**src/rtl/xnor_popcount_seq.sv**
```systemverilog
// XOR/XNOR popcount sequencer for the binary-neural-net DLX extension.
// Fetches LEN operand pairs, accumulates popcount(A^B or ~(A^B)), pulses DONE with the sum.

module xnor_popcount_xor32 (
    input  logic [31:0] a,
    input  logic [31:0] b,
    output logic [31:0] y
);
    assign y = a ^ b;
endmodule

module xnor_popcount_seq #(
    parameter int LEN_W = 8,
    parameter int ACC_W = LEN_W + 6
) (
    input  logic             CLK,
    input  logic             RESET_N,
    input  logic             START,
    input  logic             ABORT,
    input  logic             MODE,
    input  logic [LEN_W-1:0] LEN,
    input  logic [31:0]      LAST_MASK,
    output logic             REQ,
    output logic [LEN_W-1:0] IDX,
    input  logic             ACK,
    input  logic [31:0]      DATA_A,
    input  logic [31:0]      DATA_B,
    output logic             BUSY,
    output logic             DONE,
    output logic [ACC_W-1:0] RESULT
);
    typedef enum logic [1:0] {IDLE, FETCH, CALC, FIN} state_t;

    localparam logic [LEN_W-1:0] ONE = 1;

    state_t             state, state_nxt;
    logic               mode_q;
    logic [LEN_W-1:0]   len_q;
    logic [31:0]        mask_q, op_a, op_b, x_raw, x_val;
    logic [ACC_W-1:0]   acc, acc_sum;
    logic [5:0]         pop;
    logic               last;

    xnor_popcount_xor32 u_xor (.a(op_a), .b(op_b), .y(x_raw));

    // Last-word test uses the latched LEN, so IDX never needs to wrap.
    always_comb begin
        last  = (IDX == len_q - ONE);
        x_val = mode_q ? ~x_raw : x_raw;
        if (last)
            x_val = x_val & mask_q;
        pop = '0;
        for (int i = 0; i < 32; i++)
            pop = pop + {5'd0, x_val[i]};
        acc_sum = acc + ACC_W'(pop);
    end

    always_ff @(posedge CLK) begin
        if (!RESET_N)
            state <= IDLE;
        else
            state <= state_nxt;
    end

    always_comb begin
        state_nxt = state;
        REQ       = 1'b0;
        BUSY      = 1'b0;
        DONE      = 1'b0;
        case (state)
            IDLE: begin
                if (START)
                    state_nxt = (LEN != '0) ? FETCH : FIN;
            end
            FETCH: begin
                REQ  = 1'b1;
                BUSY = 1'b1;
                if (ABORT)
                    state_nxt = IDLE;
                else if (ACK)
                    state_nxt = CALC;
            end
            CALC: begin
                BUSY = 1'b1;
                if (ABORT)
                    state_nxt = IDLE;
                else
                    state_nxt = last ? FIN : FETCH;
            end
            FIN: begin
                // An abort landing on the completion cycle swallows the pulse.
                DONE      = !ABORT;
                state_nxt = IDLE;
            end
            default: state_nxt = IDLE;
        endcase
    end

    always_ff @(posedge CLK) begin
        if (!RESET_N) begin
            mode_q <= 1'b0;
            len_q  <= '0;
            mask_q <= '0;
            op_a   <= '0;
            op_b   <= '0;
            acc    <= '0;
            IDX    <= '0;
            RESULT <= '0;
        end else begin
            case (state)
                IDLE: begin
                    if (START) begin
                        mode_q <= MODE;
                        len_q  <= LEN;
                        mask_q <= LAST_MASK;
                        acc    <= '0;
                        IDX    <= '0;
                        if (LEN == '0)
                            RESULT <= '0;
                    end
                end
                FETCH: begin
                    if (ABORT) begin
                        RESULT <= '0;
                        IDX    <= '0;
                    end else if (ACK) begin
                        op_a <= DATA_A;
                        op_b <= DATA_B;
                    end
                end
                CALC: begin
                    if (ABORT) begin
                        RESULT <= '0;
                        IDX    <= '0;
                    end else begin
                        acc <= acc_sum;
                        if (last)
                            RESULT <= acc_sum;
                        else
                            IDX <= IDX + ONE;
                    end
                end
                FIN: begin
                    if (ABORT)
                        RESULT <= '0;
                end
                default: ;
            endcase
        end
    end
endmodule

```
**config.mk**
```make
export PLATFORM = sky130hd
export DESIGN_NAME = xnor_popcount_seq
export DESIGN_NICKNAME = d
export VERILOG_FILES = /design/src/rtl/xnor_popcount_seq.sv
export SDC_FILE = /design/constraint.sdc
export NUM_CORES = 1
export LEC_CHECK = 0
export BUFFER_PORTS_ARGS = -buffer_cell sky130_fd_sc_hd__buf_2
export CAP_MARGIN = 5
export CORE_UTILIZATION = 30
export CTS_CLUSTER_DIAMETER = 200
export DETAILED_ROUTE_END_ITERATION = 12
export PLACE_DENSITY = 0.5
export SLEW_MARGIN = 10
export SYNTH_ARGS = -nofsm -noshare
export SYNTH_HDL_FRONTEND = slang
export SYNTH_SLANG_ARGS = --single-unit
```
**constraint.sdc**
```tcl
create_clock -name CLK -period 21.3 [get_ports CLK]
set_clock_uncertainty 0.15 [all_clocks]
set_input_delay 1.065 -clock CLK [delete_from_list [all_inputs] [get_ports CLK]]
set_output_delay 1.065 -clock CLK [all_outputs]
set_load 0.01 [all_outputs]
```
Word level (Yosys, flattened, before mapping)
Index checks and enable logic that the tools add are counted.

Muxes and demuxes: 26. Shifts and indexed selects: 0. Div/mod/pow operators: 0. $add $sub $neg: 34. Multipliers: 0. $lt $le $gt $ge: 0. Reductions and logical operators: 14. Eq/ne operators: 12. Bitwise gates (word level): 4.

Operators with widths (number): adder 6 x 1 -> 6 bit (26); 2-to-1 mux 14 bit (7); 2-to-1 mux 32 bit (2); one-hot mux 14 bit (3 select lines) (1); bitwise AND 32 bit (1); 2-to-1 mux 8 bit (4); NOT 32 bit (1); XOR 32 bit (1); one-hot mux 14 bit (2 select lines) (1); one-hot mux 8 bit (3 select lines) (1); adder 14 x 6 -> 14 bit (1); 2-to-1 mux 2 bit (6); inequality test 3 bit (second input constant) (3); adder 8 x 1 -> 8 bit (second input constant) (1); == test 8 bit (1); logical NOT 8 bit (1); inequality test 2 bit (second input constant) (4); one-hot mux 2 bit (4 select lines) (1); AND reduction 4 bit (2); nonzero test 8 bit (1); subtractor 8 x 1 -> 8 bit (second input constant) (1); adder 5 x 1 -> 6 bit (1); AND reduction 3 bit (2); adder 4 x 1 -> 5 bit (1); 14 further kinds (19).

Memories: 0. Bits in writable memories: 0. Output and inout bits: 25. Register bits: 143. Bits of input ports: 110. Bits in read-only memories: 0. Logic and storage cells: 99. Latch bits: 0.

Logic depth before layout (Yosys ltp)
Depth after elaboration: 40. Gate-level depth with buffers: 29.

Hierarchy
Synthesis repeated with hierarchy kept, for this count alone.

Cells, all modules: 943. Area, all modules: 7566.0 um^2.

Modules (own cells, without submodules): xnor_popcount_seq (seq. area each 2862.7 um^2, instances 1, area an instance 7285.7 um^2, cells each 911); xnor_popcount_xor32 (seq. area each 0.0 um^2, instances 1, area an instance 280.3 um^2, cells each 32).

Worst setup path after synthesis
No wires, ideal clock.

Kind: reg2reg. Start point: register len_q[0]. End point: register RESULT[10]. Arrival: 7.115 ns. Slack: 13.892 ns. Setup time: 0.143 ns. Required time: 21.007 ns. Period minus slack after synthesis: 7.408 ns. Cell stages (with the launch flop): 28. Buffers on the path: 3. Path through: dfxtp_1 > inv_1 > ha_1 > or3b_1 > o31a_1 > o2111ai_1 > a311o_1 > buf_6 > clkbuf_1 > buf_1 > nor2_1 > nor2_1 > fa_1 > fa_1 > fa_1 > fa_1 > inv_1 > fa_1 > fa_1 > fa_1 > inv_1 > fa_1 > a21oi_1 > o21ai_0 > a211oi_1 > nor2_1 > xnor2_1 > o221ai_2.

Cells in the longest elaborated chain, start to end: 38.

RTL lines: start: declaration (line 38) `logic [LEN_W-1:0] len_q;`; start signal: assignment (line 102) `len_q <= '0;`; start signal: assignment (line 114) `len_q <= LEN;`; subtractor 8 x 1 -> 8 bit * (line 48) `last = (IDX == len_q - ONE);`; == test 8 bit * (line 48); 2-to-1 mux 32 bit (line 50) `if (last)`; adder 1 x 1 -> 2 bit (line 54) `pop = pop + {5'd0, x_val[i]};`; adder 2 x 1 -> 3 bit (line 54); adder 3 x 1 -> 4 bit (line 54); adder 4 x 1 -> 5 bit (line 54); adder 5 x 1 -> 6 bit (line 54); adder 6 x 1 -> 6 bit (26 in series) (line 54); adder 14 x 6 -> 14 bit (line 55) `acc_sum = acc + ACC_W'(pop);`; 2-to-1 mux 14 bit (line 137) `if (last)`; 2-to-1 mux 14 bit (line 132) `if (ABORT) begin`; one-hot mux 14 bit (3 select lines) (line 110) `case (state)`; end signal: assignment (line 138) `RESULT <= acc_sum;`; end: declaration (line 30) `output logic [ACC_W-1:0] RESULT`.

Mark *: on every way between the ends. The rest lies on a longest branch, timed or not. The select of a mux whose other input is x is not followed. A chain may end at the register's enable or synchronous reset.

Worst setup path in the final report
Same ends and word-level chain as after synthesis.

==> run metrics <==
status=finished clean; nets@finish=1209; crit end category=flip-flop; Yosys cell types=51; HPWL Detailed=14.5 mm; Setup violations, final=0; fmax=0.128 GHz; Setup CP Type=reg -> reg; Max Cap Viol=0; clk buf depth=2; CP dominant cell by count=fa_1; worst r2r path cells=25; Ys Warns=0; RR Endpoint=RESULT[10]; setup ws final=13480 ps; clk root buf=clkbuf_16; Async SR Flop Fraction=0%; HP Start=mask_q[20]; Critical Path AT=7980 ps; initial DRC count=302; Primary FF master, synth=dfxtp_1; CP max-delay cell=fa_1; # Post-CTS Setup Buffers=0; Synth-to-Final Area Change=19.5%; PortBufs=134; fin. max-slew vios=0; iteration count of the initial detailed-routing pass=4; Syn Inst Count=954; drc violations=0; Reg clk slew, reported paths=60 ps; power density over the cells=174 mW/mm²; core box area=0.0250 mm²; FP Rows=58; GPL Wtd Cong=0.797; Worst VDD drop=0.241 mV; vias in the first global route=6196; die width=162 µm; # clock sinks=143; CP bufs+invs=5; slew at the pin closest to its max-slew limit=1040 ps; area share of fa/ha/maj cells after synthesis=10.4%; Syn Nets=1112; largest net degree at the start of global routing=88; flops & latches, synth=143; Vert. Die Dim=162 µm; mux cell area share after synthesis=0.147%; Min Hold Slack=303 ps; reg2reg start=len_q[0]; Post-Route WL=20.6 mm; die footprint=0.0261 mm²; DR WL met3=901 µm; top post-synthesis cells by area=dfxtp_1 37%, nand2_1 12%, xnor2_1 7.6%, a21oi_1 7.5%, fa_1 6.8%; CP Data Required Time=21460 ps; DR top layer=met4; # H-tree levels=4; GRT Total Usage=16.4%; Worst path max stage delay=580 ps; Final min period=7820 ps; Tot Pwr=1590 µW; Crit Path Max Fanout=61; compound-gate portion of the synthesized area=16.3%; multi-input logic area=0.00439 mm²; Num CTS Buffers=17; first-pass GRT wire length=33.4 mm; met2 WL=9.02 mm; Final ANT Viol Nets=0; utilization after layout=36.4%; final worst path period share=36.7%; initial antenna violation count=0; Setup TNS Final=0 ps; Leak=0.00362 µW; vias per cell=4.72; sequential element share of the synthesized area=37.5%; metal1 wirelength=10.3 mm; via count=6573; largest family of logic cells by synthesized area=simple AND/OR/NAND/NOR gates; Mapped Area=0.00763 mm²; syn_area_per_cell=8.00 µm²; Synth Area in Simple Gates=21.1%; Hold-fix buffers, CTS=0; post-synth top area cell=dfxtp_1; clock latency on the worst-skew pair=430 ps; ant diodes=0; initial core utilization=30.5%; Remaining Overflow, GRT=0; max_slew headroom=30.5%; worst hold path depth=2; RSZ-0062 raised after global routing=false; Top delay family on crit path=adder cells; Fin. Hold Viols=0; Reg2Reg Setup Slack=13480 ps; Place WS=13450 ps; Resize count post-CTS=0; Synth Area in XOR/XNOR=9.52%; # IOs=135; Hold Crit Class=reg -> reg; Register Area=0.00286 mm²; wire per inst=14.8 µm; EDFF count, synth=0; Critical Path Source Type=flip-flop; WHS Endpoint=mask_q[20]; layout cells sized above 1=18.2%; share of the synthesized area in the top cell type=37.5%; FILL cells=2664; CTS tree=done
==> cells in the mapped netlist, drive strengths merged, types with 6 or more instances <==
cell,n
ha,22
o21ai,27
a21oi,115
xor2,17
fa,26
nor3,11
dfxtp,143
clkbuf,56
nand3,15
nand2,251
a31oi,6
inv,34
nand4,16
nor2,58
buf,7
o221ai,14
xnor2,66
==> tightest hold or removal path: stages, from the launching register on <==
cell and delay (ps):
dfxtp_1 310, nand2_1 50, a21oi_1 50
==> worst max path at each step <==
stage             start    endpoint  slack (ps)  cells past startpoint
6_report       len_q[0]  RESULT[10]       13480                     25
5_1_grt        len_q[0]  RESULT[10]       12950                     25
4_1_cts        len_q[0]  RESULT[10]       13450                     25
3_5_place_dp   len_q[0]  RESULT[10]       13450                     25
3_3_place_gp   len_q[0]  RESULT[10]       13550                     25
2_1_floorplan  len_q[0]  RESULT[10]       13890                     27
==> cell type report <==
cell class	count	area share (%)
Tap cell	330	4.52
Sequential cell	143	31.4
Multi-Input combinational cell	714	48.1
Clock inverter	14	1.95
Inverter	34	1.41
Clock buffer	17	4.66
Timing Repair Buffer	141	7.93
==> state kept, by name, indices dropped and copies added, names as in the netlist <==
register	count
IDX	8
len_q	8
op_b	32
state	2
RESULT	14
mask_q	32
op_a	32
acc	14
mode_q	1
==> per-stage QoR <==
| stage | instance area (µm²) | instances |
|---|---|---|
| after floorplan | 7630 | 954 |
| after global placement | 8520 | 1362 |
| after detailed placement | 8520 | 1362 |
| after CTS | 9130 | 1393 |
| after global routing | 9130 | 1393 |
| final | 9130 | 1393 |
==> cells in the final DEF, fill, tap and decap left out, types with 3 or more instances in the layout <==
cell,count
nand4_1,16
clkbuf_16,17
a21oi_1,115
nor2b_1,4
xor2_1,17
nor4_1,4
ha_1,22
a22oi_1,3
a31oi_1,6
inv_8,3
o221ai_2,10
inv_6,4
and2_1,4
o211ai_1,3
nand2b_1,4
nor3_1,11
o21ai_0,26
a21o_1,3
nand2_1,250
inv_1,33
a211oi_1,5
fa_1,26
nand3_1,15
buf_4,7
a41o_1,3
o21a_1,4
dfxtp_1,142
and3_1,4
o221ai_1,4
buf_2,134
nor2_1,58
xnor2_1,66
==> per-layer routing <==
metal,track usage [%],vias to the layer above
li1,-,3368
met1,23.3,3035
met2,24.5,154
met3,3.39,16
met4,5.49,0
met5,0,-
==> cells by family after synthesis <==
logic type / Yosys count
simple gates: 383
compound gates: 199
flops: 143
buf+inv: 97
xor+xnor: 83
fa+ha+maj: 48
mux: 1
==> report_power, final <==
group,switching (µW),internal [µW]
clock network,135,177
registers,25.7,296
logic,593,362
total,753,836
(Power assumes the default switching activity.)
